==> config.mk <==
export PLATFORM = sky130hd
export DESIGN_NAME = seq_shift_rotate_unit
export DESIGN_NICKNAME = d
export VERILOG_FILES = /design/src/rtl/shift_pkg.sv /design/src/rtl/shift_step.sv /design/src/rtl/seq_shift_rotate_unit.sv
export SDC_FILE = /design/constraint.sdc
export NUM_CORES = 1
export LEC_CHECK = 0
export ABC_AREA = 1
export CAP_MARGIN = 15
export CORE_UTILIZATION = 25
export CTS_BUF_LIST = sky130_fd_sc_hd__clkbuf_8
export DETAILED_ROUTE_END_ITERATION = 10
export PLACE_DENSITY_LB_ADDON = 0.15
export SKIP_LAST_GASP = 1
export SLEW_MARGIN = 25
export SYNTH_ARGS = -nofsm -noshare
export SYNTH_HDL_FRONTEND = slang
export SYNTH_SLANG_ARGS = --single-unit
export TNS_END_PERCENT = 1
==> constraint.sdc <==
create_clock -name clk -period 1.1 [get_ports clk]
set_clock_uncertainty 0.05 [all_clocks]
set_input_delay 0.11 -clock clk [delete_from_list [all_inputs] [get_ports clk]]
set_output_delay 0.11 -clock clk [all_outputs]
set_load 0.1 [all_outputs]
==> src/rtl/shift_pkg.sv <==
// Shared definitions for the iterative shift/rotate unit: operation encodings and FSM states.
package shift_pkg;

    localparam logic [1:0] MODE_ROT = 2'b00;
    localparam logic [1:0] MODE_LSH = 2'b01;
    localparam logic [1:0] MODE_ASH = 2'b10;

    localparam logic DIR_LEFT  = 1'b0;
    localparam logic DIR_RIGHT = 1'b1;

    typedef enum logic [1:0] {
        IDLE  = 2'd0,
        SHIFT = 2'd1,
        DONE  = 2'd2
    } state_t;

endpackage

==> src/rtl/shift_step.sv <==
// One-position shift/rotate step. All bit steering for the unit lives here.
module shift_step
    import shift_pkg::*;
#(
    parameter int WIDTH = 8
) (
    input  logic [WIDTH-1:0] x,
    input  logic             dir,
    input  logic [1:0]       mode,
    output logic [WIDTH-1:0] y
);

    // Arithmetic left is the same as logical left; the reserved mode falls back to rotate.
    always_comb begin
        y = x;
        if (dir == DIR_LEFT) begin
            if (mode == MODE_LSH || mode == MODE_ASH) begin
                y = {x[WIDTH-2:0], 1'b0};
            end else begin
                y = {x[WIDTH-2:0], x[WIDTH-1]};
            end
        end else begin
            case (mode)
                MODE_LSH: y = {1'b0, x[WIDTH-1:1]};
                MODE_ASH: y = {x[WIDTH-1], x[WIDTH-1:1]};
                default:  y = {x[0], x[WIDTH-1:1]};
            endcase
        end
    end

endmodule

==> src/rtl/seq_shift_rotate_unit.sv <==
// Iterative shifter/rotator: loads a word, then applies one single-bit step per clock
// until the latched amount is exhausted, with a start/busy/done handshake.
module seq_shift_rotate_unit
    import shift_pkg::*;
#(
    parameter int WIDTH = 8,
    parameter int AMT_W = $clog2(WIDTH)
) (
    input  logic             clk,
    input  logic             rst,
    input  logic             start,
    input  logic [WIDTH-1:0] din,
    input  logic [AMT_W-1:0] amt,
    input  logic             dir,
    input  logic [1:0]       mode,
    output logic             busy,
    output logic             done,
    output logic [WIDTH-1:0] dout
);

    localparam logic [AMT_W-1:0] AMT_MAX = AMT_W'(WIDTH - 1);

    state_t           state;
    state_t           next_state;
    logic [AMT_W-1:0] cnt;
    logic [AMT_W-1:0] amt_eff;
    logic             dir_q;
    logic [1:0]       mode_q;
    logic [WIDTH-1:0] step_out;
    logic             accept;

    // Only reachable for non-power-of-two widths, where amt can exceed WIDTH-1.
    assign amt_eff = (amt > AMT_MAX) ? AMT_MAX : amt;
    assign accept  = start && (state == IDLE || state == DONE);
    assign busy    = (state == SHIFT);
    assign done    = (state == DONE);

    shift_step #(.WIDTH(WIDTH)) u_step (
        .x    (dout),
        .dir  (dir_q),
        .mode (mode_q),
        .y    (step_out)
    );

    always_ff @(posedge clk) begin
        if (rst) begin
            state <= IDLE;
        end else begin
            state <= next_state;
        end
    end

    always_comb begin
        next_state = state;
        case (state)
            IDLE, DONE: begin
                if (accept) begin
                    next_state = (amt_eff != '0) ? SHIFT : DONE;
                end else begin
                    next_state = IDLE;
                end
            end
            SHIFT: begin
                if (cnt == AMT_W'(1)) begin
                    next_state = DONE;
                end
            end
            default: next_state = IDLE;
        endcase
    end

    // Operation parameters are captured once at acceptance so later input changes are inert.
    always_ff @(posedge clk) begin
        if (rst) begin
            dout   <= '0;
            cnt    <= '0;
            dir_q  <= DIR_LEFT;
            mode_q <= MODE_ROT;
        end else if (accept) begin
            dout   <= din;
            cnt    <= amt_eff;
            dir_q  <= dir;
            mode_q <= mode;
        end else if (state == SHIFT) begin
            dout <= step_out;
            cnt  <= cnt - AMT_W'(1);
        end
    end

endmodule

== After elaboration in Yosys (flattened, before gate mapping) ==
Index checks and enable logic that the tools add are counted.

* Logic and storage cells: 35
* Output and inout bits: 10
* Register bits after elaboration: 16

* Mux-type cells: 12
* Reduce and logical (&&, ||, !) cells: 8
* Equality and inequality tests: 7
* Add/sub/neg operators: 1
* Magnitude comparators: 1

{| class="wikitable"
|+ Operator list
! kind !! count
|-
| two-way mux 8 bit || 3
|-
| case mux 8 bit (2 select lines) || 1
|-
| two-way mux 3 bit || 3
|-
| two-way mux 2 bit || 3
|-
| equality test 2 x 1 -> 1 bit (second input constant) || 2
|-
| equality test 2 bit (second input constant) || 2
|-
| case mux 2 bit (2 select lines) || 1
|-
| equality test 3 x 1 -> 1 bit (second input constant) || 1
|-
| greater-than comparator 3 bit (second input constant) || 1
|-
| != test 3 bit (second input constant) || 1
|-
| nonzero test 3 bit || 1
|-
| subtractor 3 x 1 -> 3 bit (second input constant) || 1
|-
| logical NOT 2 bit || 1
|-
| logical OR 1 bit || 2
|-
| != test 2 x 1 -> 1 bit (second input constant) || 1
|-
| AND reduction 2 bit || 1
|-
| nonzero test 2 bit || 1
|-
| OR reduction 2 bit || 1
|-
| logical AND 1 bit || 1
|-
| two-way mux 1 bit || 1
|}

== Depth between registers and ports, before layout ==
Gate-level depths: netlist of run 1.

* Depth after elaboration: 6
* Gate-level depth with buffers: 9

== Modules after synthesis ==
Synthesis of run 1 repeated with hierarchy kept, for this count alone.

* Cells, all modules: 155
* Area, all modules: 1,122.3 sq um

{| class="wikitable"
|+ Modules (own cells, without submodules)
! module !! instances !! area each (sq um) !! seq. area each (sq um) !! cells an instance
|-
| seq_shift_rotate_unit || 1 || 967.2 || 320.3 || 125
|-
| shift_step || 1 || 155.1 || 0.0 || 30
|}

== Least setup slack after synthesis of run 1 ==
Ideal clock, no wire load.

* Path type: register -> output
* Start point: register state[1]
* End point: output port done
* Required time: 0.940 ns
* Data arrival time: 1.592 ns
* Path slack: -0.652 ns
* Stages on the path, launching flop included: 3
* Path through: dfxtp_1 > inv_1 > nor2_1

* Cells in the longest elaborated chain, start to end: 1

{| class="wikitable"
|+ Ends and longest elaborated chain
! element !! RTL line !! text
|-
| from (decl) || seq_shift_rotate_unit.sv:23 || <nowiki>state_t state;</nowiki>
|-
| from (signal assigned) || seq_shift_rotate_unit.sv:49 || <nowiki>state <= next_state;</nowiki>
|-
| equality test 2 bit || seq_shift_rotate_unit.sv:36 || <nowiki>assign done = (state == DONE);</nowiki>
|-
| to (decl) || seq_shift_rotate_unit.sv:17 || <nowiki>output logic done,</nowiki>
|}

No other way between the ends.

== Worst setup path after layout of run 1 ==
* Start point: register state[0]
* End point: output port done

The elaborated chain is that of the path after synthesis.

==> results by group, run 1 <==
Status
  – Run status: complete, but fails checks
  – Failing checks: negative setup slack

Timing
  – Slew @ Worst Pin: 0.364 ns
  – Worst hold slack: 0.408 ns
  – Slew Limit Fails: 0
  – Minimum clock period: 1.18 ns
  – Final period util: 107%
  – Fin Setup TNS: -0.290 ns
  – Hold Violations, Final: 0
  – RSZ-0062 raised after global routing: yes
  – Max_slew headroom: 75.7%
  – Setup violators final: 9
  – Final worst slack: -0.0777 ns
  – Fmax: 0.849 GHz

Worst setup path
  – Reg-to-Reg Start: mode_q[0]
  – Required time of the critical path: 0.94 ns
  – Critical Path Source: state[0]
  – Max FO, Critical Path: 3
  – Critical path arrival: 1.02 ns
  – CP Class: flip-flop to output port
  – Crit. End Element: output port
  – CP startpoint kind: flip-flop

Yosys
  – Post-synth EDFFs: 0
  – Register area share after synthesis: 34.8%
  – Post-synth cell types: 21
  – Async set-or-reset flop fraction in the synthesized netlist: 0%
  – Yosys warns: 0
  – Seq cells post-synth: 16
  – Mapped cell area: 920 um^2
  – Mean area per synthesized cell: 6.86 um^2
  – Syn Inst Count: 134
  – Synth area leaders: dfxtp_1 (35%), nand2_1 (15%), inv_1 (8.6%)
  – Count leader, synth: nand2_1
  – Most area-hungry cell type in the Yosys netlist: dfxtp_1
  – Area share of the largest cell type after synthesis: 34.8%
  – Synth cell count leaders: nand2_1 (36), inv_1 (21), dfxtp_1 (16)
  – Synthesized Nets: 155
  – Main synth FF type: dfxtp_1

CTS
  – Clock H-tree levels: 1
  – TritonCTS clock tree: yes
  – Reg clk slew, reported paths: 0.06 ns
  – TritonCTS Sinks: 16
  – Clock Latency Late Sink: 0.24 ns
  – Inserted Clock Buffers: 3
  – CTS Hold Buffers Added: 0
  – CTS Buffer Depth: 2
  – Clk root buf: clkbuf_8

Drt
  – Detail Route Antenna Nets: 0
  – Vias: 976
  – Routed wire length: 2.51 mm
  – 1st-iter DRT viols: 26
  – DRC Markers: 0
  – Vias per inst: 4.42
  – Drt first pass iters: 4
  – Avg WL per Cell: 11.3 um

Global route
  – Initial antenna violation count: 0
  – Global route overflow: 0
  – Largest net degree at the start of global routing: 12
  – First-pass GRT wire length: 4.27 mm
  – Vias in the first global route: 1021
  – Total GRT Usage: 13.7%

Die
  – Initial Utilization: 26.7%
  – Die Wd: 62.7 um
  – Die Height: 62.7 um
  – Core Area: 3440 um^2
  – I/O Pins: 27
  – Cell row count: 21
  – Die Area: 3930 um^2

Pwr
  – PwrDens: 1380 nW/um^2
  – Leakage dissipation: 0.689 nW
  – Peak VDD IR: 0.000837 V

Cells and area
  – Antenna Cells: 0
  – Register Area: 333 um^2
  – Layout Utilization: 44.4%
  – Design Area, Final: 1530 um^2
  – Filler cells: 364
  – Area Overhead vs Synth: 66.1%
  – Fraction of layout cells with a size suffix above 1: 29.1%
  – Layout Nets: 198
  – Area of the multi-input gates: 492 um^2

Flow run
  – Maxcap violations: 0

Placement
  – IO buf count: 26
  – Placed Area: 1450 um^2
  – HPWL after DPL: 1.90 mm
  – Routability congestion estimate: 0.764

Hold path
  – Hold wc startpoint: dir
  – Min-Delay Path Class: input pin to flip-flop
## critical path: stages (launching register included)
cell	delay, ns
dfxtp_2	0.34
buf_4	0.14
nor2_4	0.12
buf_12	0.18
## through the flow
step | power (mW) | cells | worst slack (ns)
CTS | 2.13 | 221 | -0.0894
detailed placement | 1.66 | 216 | -0.236
finish | 2.11 | 221 | -0.0777
floorplan | 1.28 | 134 | -0.135
global route | 2.22 | 221 | -0.125
global placement | 1.65 | 216 | -0.224
## repair_timing
action | CTS | global route
gates resized for setup | 6 | 1
pin swaps | 1 | 0
buffers inserted | 2 | 0
gates cloned | 0 | 0
setup endpoints to repair | 8 | 18
## sequential cells by signal, indices dropped and copies added (netlist names)
name,count
dir_q,1
cnt,3
dout,8
mode_q,2
state,2
## layout make-up
class | count | area share (%)
timing repair buffer | 43 | 33.6
inverter | 23 | 5.98
tap | 46 | 3.77
clock buffer | 3 | 2.70
multi-input combinational | 90 | 32.2
sequential | 16 | 21.8
## power by group
part	leakage, nW	internal [mW]	switching [mW]
sequential	0.136	0.652	0.0674
clock	0.0216	0.242	0.190
combinational	0.532	0.398	0.557
## path summary, 6_finish.rpt
path	end	slack, ns	depth (start not counted)
max reg2reg	dout[0]	-0.07	8
min reg2reg	mode_q[1]	0.45	2
max	done	-0.08	3
min	dir_q	0.41	3
## logic make-up after synthesis
family	synth area share, %
AOI/OAI and AO/OA	15.6
and+or+nand+nor	30.1
adders and majority gates	5.44
DFF	34.8
buffers and inverters	14.0
## routing by layer
layer	up-vias	share of wire (%)	track usage, %
li1	508	-	-
met1	442	48	16.4
met2	24	47	23.8
met3	2	4.2	2.74
met4	0	0.76	5.23
met5	-	0	0
## layout by cell type (no fill, tap or decap)
master           Yosys  layout
nor2_2               1       1
buf_12               0      12
nor2_1               8       7
dfxtp_2              0      10
nand2_1             36      36
o211ai_1             3       3
nand3_2              2       2
ha_1                 4       4
inv_2                2       2
nand2_8              0       1
or2_0                1       1
nand3_1             10      10
nand2_4              2       2
o22ai_1              3       3
dfxtp_1             16       6
a21oi_1              9       9
a211oi_2             1       1
clkdlybuf4s50_1      0      16
inv_6                0       1
clkbuf_8             0       3
buf_4                2      15
o21ai_0              4       4
nor2_4               0       1
inv_1               21      20
o21ai_1              5       5
Note: power is estimated with default switching activity, not from simulation.
==> run 2, diff against run 1 <==
- SETUP_SLACK_MARGIN: unset -> 0.02
==> results of run 2 <==
The final DEF is identical to that of run 1; final timing and power are the same.
